[src/rtl/up_down_direction_decoder.sv]
// Recovers the up/down direction bit from a stream of 2-bit counter samples,
// flagging and counting illegal steps and tracking lock to the sequence.
module up_down_direction_decoder #(
   parameter int unsigned ERR_CNT_WIDTH = 8,
   parameter int unsigned FAULT_LIMIT   = 3
) (
   input  logic                     Clock,
   input  logic                     Reset,
   input  logic                     Clear,
   input  logic [1:0]               Count_In,
   input  logic                     Count_Valid,
   output logic                     Data_Out,
   output logic                     Data_Valid,
   output logic                     Step_Error,
   output logic                     Locked,
   output logic [ERR_CNT_WIDTH-1:0] Error_Count
);

   typedef enum logic {
      ACQUIRE = 1'b0,
      TRACK   = 1'b1
   } state_t;

   localparam logic [3:0] LIMIT = 4'(FAULT_LIMIT);

   state_t     state;
   logic [1:0] prev;
   logic [1:0] delta;
   logic [3:0] consec;
   logic [3:0] consec_inc;
   logic       legal;
   logic       ec_full;

   // Legal steps are +1 (01) or -1 (11) mod 4, i.e. odd deltas
   assign delta      = Count_In - prev;
   assign legal      = delta[0];
   assign consec_inc = consec + 4'd1;
   assign ec_full    = &Error_Count;
   assign Locked     = (state == TRACK);

   always_ff @(posedge Clock or negedge Reset) begin
      if (!Reset) begin
         state       <= ACQUIRE;
         prev        <= 2'b00;
         consec      <= 4'd0;
         Error_Count <= '0;
         Data_Out    <= 1'b0;
         Data_Valid  <= 1'b0;
         Step_Error  <= 1'b0;
      end else begin
         Data_Valid <= 1'b0;
         Step_Error <= 1'b0;
         if (Clear) begin
            state       <= ACQUIRE;
            prev        <= 2'b00;
            consec      <= 4'd0;
            Error_Count <= '0;
            Data_Out    <= 1'b0;
         end else if (Count_Valid) begin
            prev <= Count_In;
            case (state)
               ACQUIRE: begin
                  state <= TRACK;
               end
               TRACK: begin
                  if (legal) begin
                     Data_Out   <= ~delta[1];
                     Data_Valid <= 1'b1;
                     consec     <= 4'd0;
                  end else begin
                     Step_Error <= 1'b1;
                     if (!ec_full)
                        Error_Count <= Error_Count + 1'b1;
                     if (consec_inc == LIMIT) begin
                        state  <= ACQUIRE;
                        consec <= 4'd0;
                     end else begin
                        consec <= consec_inc;
                     end
                  end
               end
               default: state <= ACQUIRE;
            endcase
         end
      end
   end

endmodule

[config.mk]
export PLATFORM = sky130hd
export DESIGN_NAME = up_down_direction_decoder
export DESIGN_NICKNAME = d
export VERILOG_FILES = /design/src/rtl/up_down_direction_decoder.sv
export SDC_FILE = /design/constraint.sdc
export NUM_CORES = 1
export LEC_CHECK = 0
export ABC_AREA = 0
export ABC_CLOCK_PERIOD_IN_PS = 2600
export CAP_MARGIN = 20
export CORE_MARGIN = 5
export CORE_UTILIZATION = 57
export CTS_BUF_LIST = sky130_fd_sc_hd__clkbuf_4 sky130_fd_sc_hd__clkbuf_8
export DETAILED_ROUTE_END_ITERATION = 10
export MAX_ROUTING_LAYER = met4
export PLACE_DENSITY = 0.95
export SKIP_LAST_GASP = 1
export SLEW_MARGIN = 0
export SYNTH_ARGS = -nofsm -noshare
export SYNTH_HDL_FRONTEND = slang
export SYNTH_SLANG_ARGS = --single-unit
[constraint.sdc]
create_clock -name Clock -period 2.6 [get_ports Clock]
set_input_delay 0.26 -clock Clock [delete_from_list [all_inputs] [get_ports Clock]]
set_output_delay 0.26 -clock Clock [all_outputs]
set_load 0.02 [all_outputs]
; ---- Word level (Yosys, flattened, before mapping)
; Cells that the tools add are included.
[word_totals]
reg_bits = 18
inputBits = 6
out_inout_bits = 12
wordCells = 51
[op_classes]
addsub = 3
n_eq_ne = 3
mux = 29
bitwise = 2
reduce_logical = 7
[ops]
columns = op, n
row1 = $mux 8, 5
row2 = $mux 4, 5
row3 = $mux 1, 16
row4 = $add 8x1->8 const B, 1
row5 = $reduce_and 8->1, 1
row6 = $reduce_bool 2->1, 3
row7 = $add 4x1->4 const B, 1
row8 = $eq 4x2->1 const B, 1
row9 = $mux 2, 2
row10 = $ne 2x2->1 const B, 2
row11 = $reduce_and 4->1, 1
row12 = $reduce_and 3->1, 1
row13 = $not 1->1, 2
row14 = $pmux 1 s2, 1
row15 = $reduce_and 2->1, 1
row16 = $sub 2x2->2, 1

; ---- Depth between registers and ports, before layout
; Gate-level depths: netlist of run 1.
[depth]
depth_word = 7
ltp_mapped = 7
depth_no_buf = 6

; ---- Least setup slack after synthesis of run 1
; Ideal clock, no wire load.
[synth_path]
kind = reg2reg
startpoint = reg Error_Count[0]
endpoint = reg Error_Count[5]
setup_time_ns = 0.132
arrival_ns = 1.362
required_time_ns = 2.468
setup_slack_ns = 1.106
stages_incl_launch_ff = 6
path_buffers = 0
synth_period_minus_slack_ns = 1.494
cell_sequence = dfrtp_1 > ha_1 > nand3_1 > o2111ai_1 > xor2_1 > nor2_1
[synth_between]
elab_chain_cells = 6
word_cells_on_any_way = 9
classes_between = add/sub: 1 / eq/ne: 1 / mux: 5 / reduce/logical: 2
[synth_rtl]
columns = element, line
row1 = "start, declared", 16  ; output logic [ERR_CNT_WIDTH-1:0] Error_Count
row2 = "start signal, assigned", 73  ; Error_Count <= Error_Count + 1'b1;
row3 = $add 8x1->8, 73
row4 = $mux 8, 72  ; if (!ec_full)
row5 = $mux 8, 66  ; if (legal) begin
row6 = $mux 8, 61  ; case (state)
row7 = $mux 8, 59  ; end else if (Count_Valid) begin
row8 = $mux 8, 53  ; if (Clear) begin
; Several ways; a longest one is shown, not always the timed one. The select of a mux whose other input is x is not followed.
; A chain may end at the register's enable or synchronous reset.

; ---- Worst setup path after layout of run 1
[layout_path]
startpoint = in Count_In[0]
endpoint = reg Error_Count[7]
[layout_between]
elab_chain_cells = 3
[layout_rtl]
columns = element, line
row1 = "start, declared", 10  ; input logic [1:0] Count_In,
row2 = $sub 2x2->2, 35  ; assign delta = Count_In - prev;
row3 = $ne 2x2->1 (no source line), --
row4 = $reduce_and 4->1 (no source line), --
; No other way between the ends.

==> results of run 1 <==
flip-flops by register name, indices dropped and copies added (netlist names):
signal,count
Data_Out,1
Step_Error,1
Data_Valid,1
consec,4
Error_Count,8
prev,2
Locked,1
path summary, 6_finish.rpt:
check                            start             end  slack [ps]  cells past startpoint
hold reg to reg              consec[2]       consec[2]         550                      1
min in group Clock           consec[2]       consec[2]         550                      1
setup / recovery           Count_In[0]  Error_Count[7]         780                      7
setup reg to reg               prev[0]  Error_Count[7]         880                      5
hold / removal                   Reset       consec[1]         420                      1
max in group asynchronous        Reset        Data_Out        1680                      1
per-layer routing:
metal  routed length (um)  up-vias  global-route usage, %  share of wire (%)
met1                  774      358                   20.2                 38
met5                    0        -                      -                  0
li1                     -      359                      -                  -
met4                   70        0                   13.0                3.4
met3                   94        7                   3.49                4.6
met2                 1100       19                   33.9                 54
power by group through the flow:
stage          Combinational [mW]  Clock [mW]  Sequential (mW)
2_1_floorplan              0.0265           0            0.301
3_3_place_gp               0.0526           0            0.297
3_5_place_dp               0.0557           0            0.298
4_1_cts                    0.0561       0.142            0.293
5_1_grt                    0.0602       0.157            0.294
6_report                   0.0550       0.137            0.293
layout make-up:
type                            count  area [um2]  area share, %
Inverter                            3        11.3          0.976
Sequential cell                    18         450           39.0
Timing Repair Buffer               17         170           14.8
Multi-Input combinational cell     67         479           41.5
Tap cell                           16        20.0           1.74
Clock buffer                        3        22.5           1.95
critical path, cell delays in order:
cell and delay (ps):
clkdlybuf4s50_1 500, inv_1 50, ha_1 330, and3_1 380, o211ai_4 140, o21a_1 190, o21ba_1 170
cells in the mapped netlist (all sizes together) (3+ instances only):
library cell,number
and3,3
dfrtp,18
ha,4
inv,3
mux2i,3
nand2,6
nor2,13
nor3,4
o211ai,3
o21ai,4
xor2,7
metrics by stage:
step	util, %	area (um2)
finish	74.0	1150
detailed placement	72.6	1130
global placement	72.6	1130
floorplan	-	967
global route	74.0	1150
CTS	74.0	1150
cell families (layout without fill, tap and decap cells):
kind of cell             after synthesis  count (layout)  synth area share, %
AO/OA/AOI/OAI                         18              18                 15.0
buffers and inverters                  6              23                 3.88
multiplexers                           3               3                 3.10
flip-flops                            18              18                 46.6
XOR/XNOR                               9               9                 8.15
adder cells (fa/ha/maj)                4               4                 5.17
AND/OR/NAND/NOR                       33              33                 18.1
==> metrics.yaml, run 1 <==
floorplanning:
  core_area_um2: 1560
  die_area_um2: 2620
  die_h_um: 51.2
  die_width_um: 51.2
  initial_core_util_pct: 62.0
  io-pin-count: 18
  rows: 14
global_routing:
  grt_pass1_vias: 766
  grt_max_degree: 19
  overflow: 0
  grt_pass1_wl_um: 3570
  grt_util_all_layers_pct: 19.6
  antenna_found_initial: 0
routing:
  drtAntennaViolNets: 0
  route.detailed.drc: 0
  post_drt_wl_per_cell_um: 16.5
  drt-initial-drc-count: 6
  finalWirelength_um: 2040
  firstDrtPassIters: 4
  detailroute.via_count: 743
  routed_via_density: 5.99
layout:
  final_cell_mix: "18 x dfrtp_1, 17 x clkdlybuf4s50_1, 13 x nor2_1"
  fill_cells: 116
  nNetsFinal: 120
  antenna_cells: 0
  drive_above_1_share_pct: 6.48
  final_common_cell: "dfrtp_1"
  area_growth_pct: 19.3
  final_cells: 124
cts:
  cts_root_buf: "clkbuf_4"
  postCtsHoldBufs: 0
  numCtsBuffers: 3
  clock_latency_ps: 290
  cts.clk_slew.worst_paths_ps: 100
  clock_sinks: 18
  clk_path_buf_depth: 2
  h-tree-depth: 1
  cts_tree: "built"
  post_cts_buffers: 0
  cts_resized: 0
worst_setup_path:
  cp.required_ps: 2790
  path_class: "in2reg"
  end_kind: "register"
  crit_fanout: 7
  start_kind: "input port"
  cp.arrival_ps: 2020
timing:
  tightest_slew_ps: 805
  setup_ws_ps: 778
  finalClockSkew_ps: 2.32
  finalSetupViolCount: 0
  finalCritPeriodShare_pct: 70.1
  hold_ws_ps: 425
  period_minus_slack_ps: 1820
  max_freq_ghz: 0.549
  rsz0062_at_grt: "no"
  max-slew-margin-rel_pct: 46.2
  tns_ps: 0
  slew_viol_final: 0
  hold_violations: 0
synthesis:
  yosysTopAreaCellShare_pct: 46.6
  synth_seq_cells: 18
  synthDistinctLibCells: 30
  syn_nets: 101
  synth-edff-count: 0
  yosys_warnings: 0
  synth_ff_type: "dfrtp_1"
  syn_inst: 91
  async_reset_ff_share_pct: 100
  ys_seq_area_share_pct: 46.6
  netlist_top_cells_area: "dfrtp_1 47%, xor2_1 6.3%, ha_1 5.2%"
  avgSynthCellArea_um2: 10.6
  synth_area_leader_cell: "dfrtp_1"
  netlist_area_um2: 967
run:
  maxCapViolCount: 0
power_and_ir_drop:
  p_comb_share_pct: 11.3
  p_total_uw: 485
  switching_power_uw: 121
  sw_frac_of_total_pct: 24.9
  seqPwrFrac_pct: 60.4
  peakVddDrop_uv: 409
  powerDensity_nw_per_um2: 420
  clkPwrFrac_pct: 28.2
  leakagePower_nw: 0.546
  power.internal_uw: 364
outcome:
  outcome: "finished, final reports clean"
placed_design:
  dp_hpwl_um: 1560
  place_ws_ps: 478
  finalWeightedCongestion: 0.883
  dp.cells: 121
  port_buffers: 17
hold_path:
  hp-class: "in2async"
(Power assumes the default switching activity.)
==> inputs of run 2 (changes only) <==
--- a/config.mk
+++ b/config.mk
@@ -6,14 +6,14 @@
 export NUM_CORES = 1
 export LEC_CHECK = 0
 export ABC_AREA = 0
-export ABC_CLOCK_PERIOD_IN_PS = 2600
+export ABC_CLOCK_PERIOD_IN_PS = 1600
 export CAP_MARGIN = 20
 export CORE_MARGIN = 5
-export CORE_UTILIZATION = 57
+export CORE_UTILIZATION = 48
 export CTS_BUF_LIST = sky130_fd_sc_hd__clkbuf_4 sky130_fd_sc_hd__clkbuf_8
 export DETAILED_ROUTE_END_ITERATION = 10
 export MAX_ROUTING_LAYER = met4
-export PLACE_DENSITY = 0.95
+export PLACE_DENSITY = 0.89
 export SKIP_LAST_GASP = 1
 export SLEW_MARGIN = 0
 export SYNTH_ARGS = -nofsm -noshare
==> constraint.sdc (replaced) <==
create_clock -name Clock -period 1.6 [get_ports Clock]
set_input_delay 0.16 -clock Clock [delete_from_list [all_inputs] [get_ports Clock]]
set_output_delay 0.16 -clock Clock [all_outputs]
set_load 0.02 [all_outputs]
==> run 2 against run 1 <==
Setup slack worse by 700 ps. Worst hold slack worse by 230 ps. Critical path type is now reg2out. Largest power group unchanged. Wire length down 4.1%. Sequential share of layout area down 3.0 points. First-iteration DRC count down 17%. Total power up 77%. Global-route usage down 3.5 points. Largest cell class unchanged. Clock skew down 1.2 ps. Sequential power up 62%. Register-to-register slack worse by 790 ps. Final cell count up 15%. Critical path depth down 6. Critical endpoint is now Error_Count[7].
==> metrics.yaml, run 2 (same netlist as run 1, synthesis figures left out) <==
worst_setup_path:
  end_kind: "output pin"
  start_kind: "register"
  cp.arrival_ps: 1360
  crit_slowest_cell: "clkdlybuf4s50_1"
  path_buf_inv: 1
  crit_family: "buffers and inverters"
  path_class: "reg2out"
  crit_chain: "clkdlybuf4s50_1"
  crit_fanout: 4
  cp.required_ps: 1440
  critPathMaxStageDelay_ps: 630
power_and_ir_drop:
  leakagePower_nw: 0.678
  seqPwrFrac_pct: 55.5
  clkPwrFrac_pct: 33.0
  sw_frac_of_total_pct: 23.8
  peakVddDrop_uv: 429
  p_comb_share_pct: 11.6
  p_total_uw: 856
  powerDensity_nw_per_um2: 684
  switching_power_uw: 204
  power.internal_uw: 652
cts:
  cts_root_buf: "clkbuf_4"
  clk_path_buf_depth: 2
  cts_tree: "built"
  cts.clk_slew.worst_paths_ps: 100
  postCtsHoldBufs: 0
  h-tree-depth: 1
  clock_sinks: 18
  numCtsBuffers: 3
  clock_latency_ps: 300
floorplanning:
  die_width_um: 54.9
  initial_core_util_pct: 49.8
  core_area_um2: 1940
  rows: 16
  io-pin-count: 18
  die_area_um2: 3010
  die_h_um: 54.9
placed_design:
  finalWeightedCongestion: 0.845
  dp_hpwl_um: 1450
  place_ws_ps: -310
  port_buffers: 17
timing:
  tightest_slew_ps: 321
  period_minus_slack_ps: 1520
  finalCritPeriodShare_pct: 95.0
  finalSetupViolCount: 0
  hold_ws_ps: 190
  max_freq_ghz: 0.658
  hold_violations: 0
  setup_ws_ps: 79.5
  rsz0062_at_grt: "no"
  max-slew-margin-rel_pct: 78.6
  slew_viol_final: 0
  tns_ps: 0
  finalClockSkew_ps: 1.14
outcome:
  outcome: "finished, final reports clean"
routing:
  route.detailed.drc: 0
  drt-initial-drc-count: 5
  post_drt_wl_per_cell_um: 13.7
  detailroute.via_count: 762
  finalWirelength_um: 1960
  routed_via_density: 5.33
  drtAntennaViolNets: 0
  firstDrtPassIters: 3
layout:
  antenna_cells: 0
  largest_register_ffs: 8
  regMostFlops: "Error_Count"
  area_growth_pct: 29.4
  final_cell_mix: "18 x dfrtp_1, 13 x nor2_1, 11 x clkdlybuf4s50_1"
  drive_above_1_share_pct: 14.7
  nNetsFinal: 127
  final_common_cell: "dfrtp_1"
  reg_top3: "Error_Count (8), consec (4), prev (2)"
hold_path:
  hp-class: "in2async"
global_routing:
  grt_max_degree: 19
  overflow: 0
  grt_pass1_wl_um: 3370
  grt_pass1_vias: 753
  grt_util_all_layers_pct: 16.1
  antenna_found_initial: 0
run:
  maxCapViolCount: 0
## run 2: power groups by stage
stage                     clock network, mW  logic, mW  registers, mW
after floorplan                           0     0.0430          0.489
after global routing                  0.314      0.109          0.477
after detailed placement                  0     0.0980          0.484
after global placement                    0     0.0957          0.483
after CTS                             0.285     0.0989          0.475
final                                 0.282     0.0991          0.475
## run 2: layout make-up
cell class	instances	area (um2)
timing repair buffer	24	234
tap	27	33.8
multi-input combinational	67	485
sequential	18	450
fill	159	691
clock buffer	4	36.3
inverter	3	11.3
## run 2: metal layers
metal  wire length [um]  share of wire [%]  GRT usage [%]  up-vias
met4                 42                2.1           7.29        0
met1                873                 45           19.3      368
met3                 81                4.1           3.49        5
li1                   -                  -              -      374
met5                  0                  0              -        -
met2                961                 49           25.8       15
## run 2: what timing repair did
action                     in CTS  in global routing
setup buffers                   0                  2
setup endpoints to repair       2                 12
pin swaps                       0                  2
resized for setup               2                  6
## run 2: through the flow
step / cell area (um2) / utilization [%] / instances
after floorplan: 967 / - / 91
after detailed placement: 1180 / 60.9 / 137
after global routing: 1250 / 64.4 / 143
final: 1250 / 64.4 / 143
after CTS: 1220 / 62.8 / 141
after global placement: 1180 / 60.9 / 137
## run 2: final timing paths
check                               start             end  slack (ps)  cells after the start
min in group Clock            Count_In[0]         prev[0]         510                      3
max in group asynchronous           Reset      Step_Error        1220                      2
min reg2reg                       prev[0]         prev[0]         540                      2
max                        Error_Count[7]  Error_Count[7]          80                      1
max reg2reg                       prev[0]  Error_Count[7]          90                      5
min                                 Reset  Error_Count[4]         190                      2
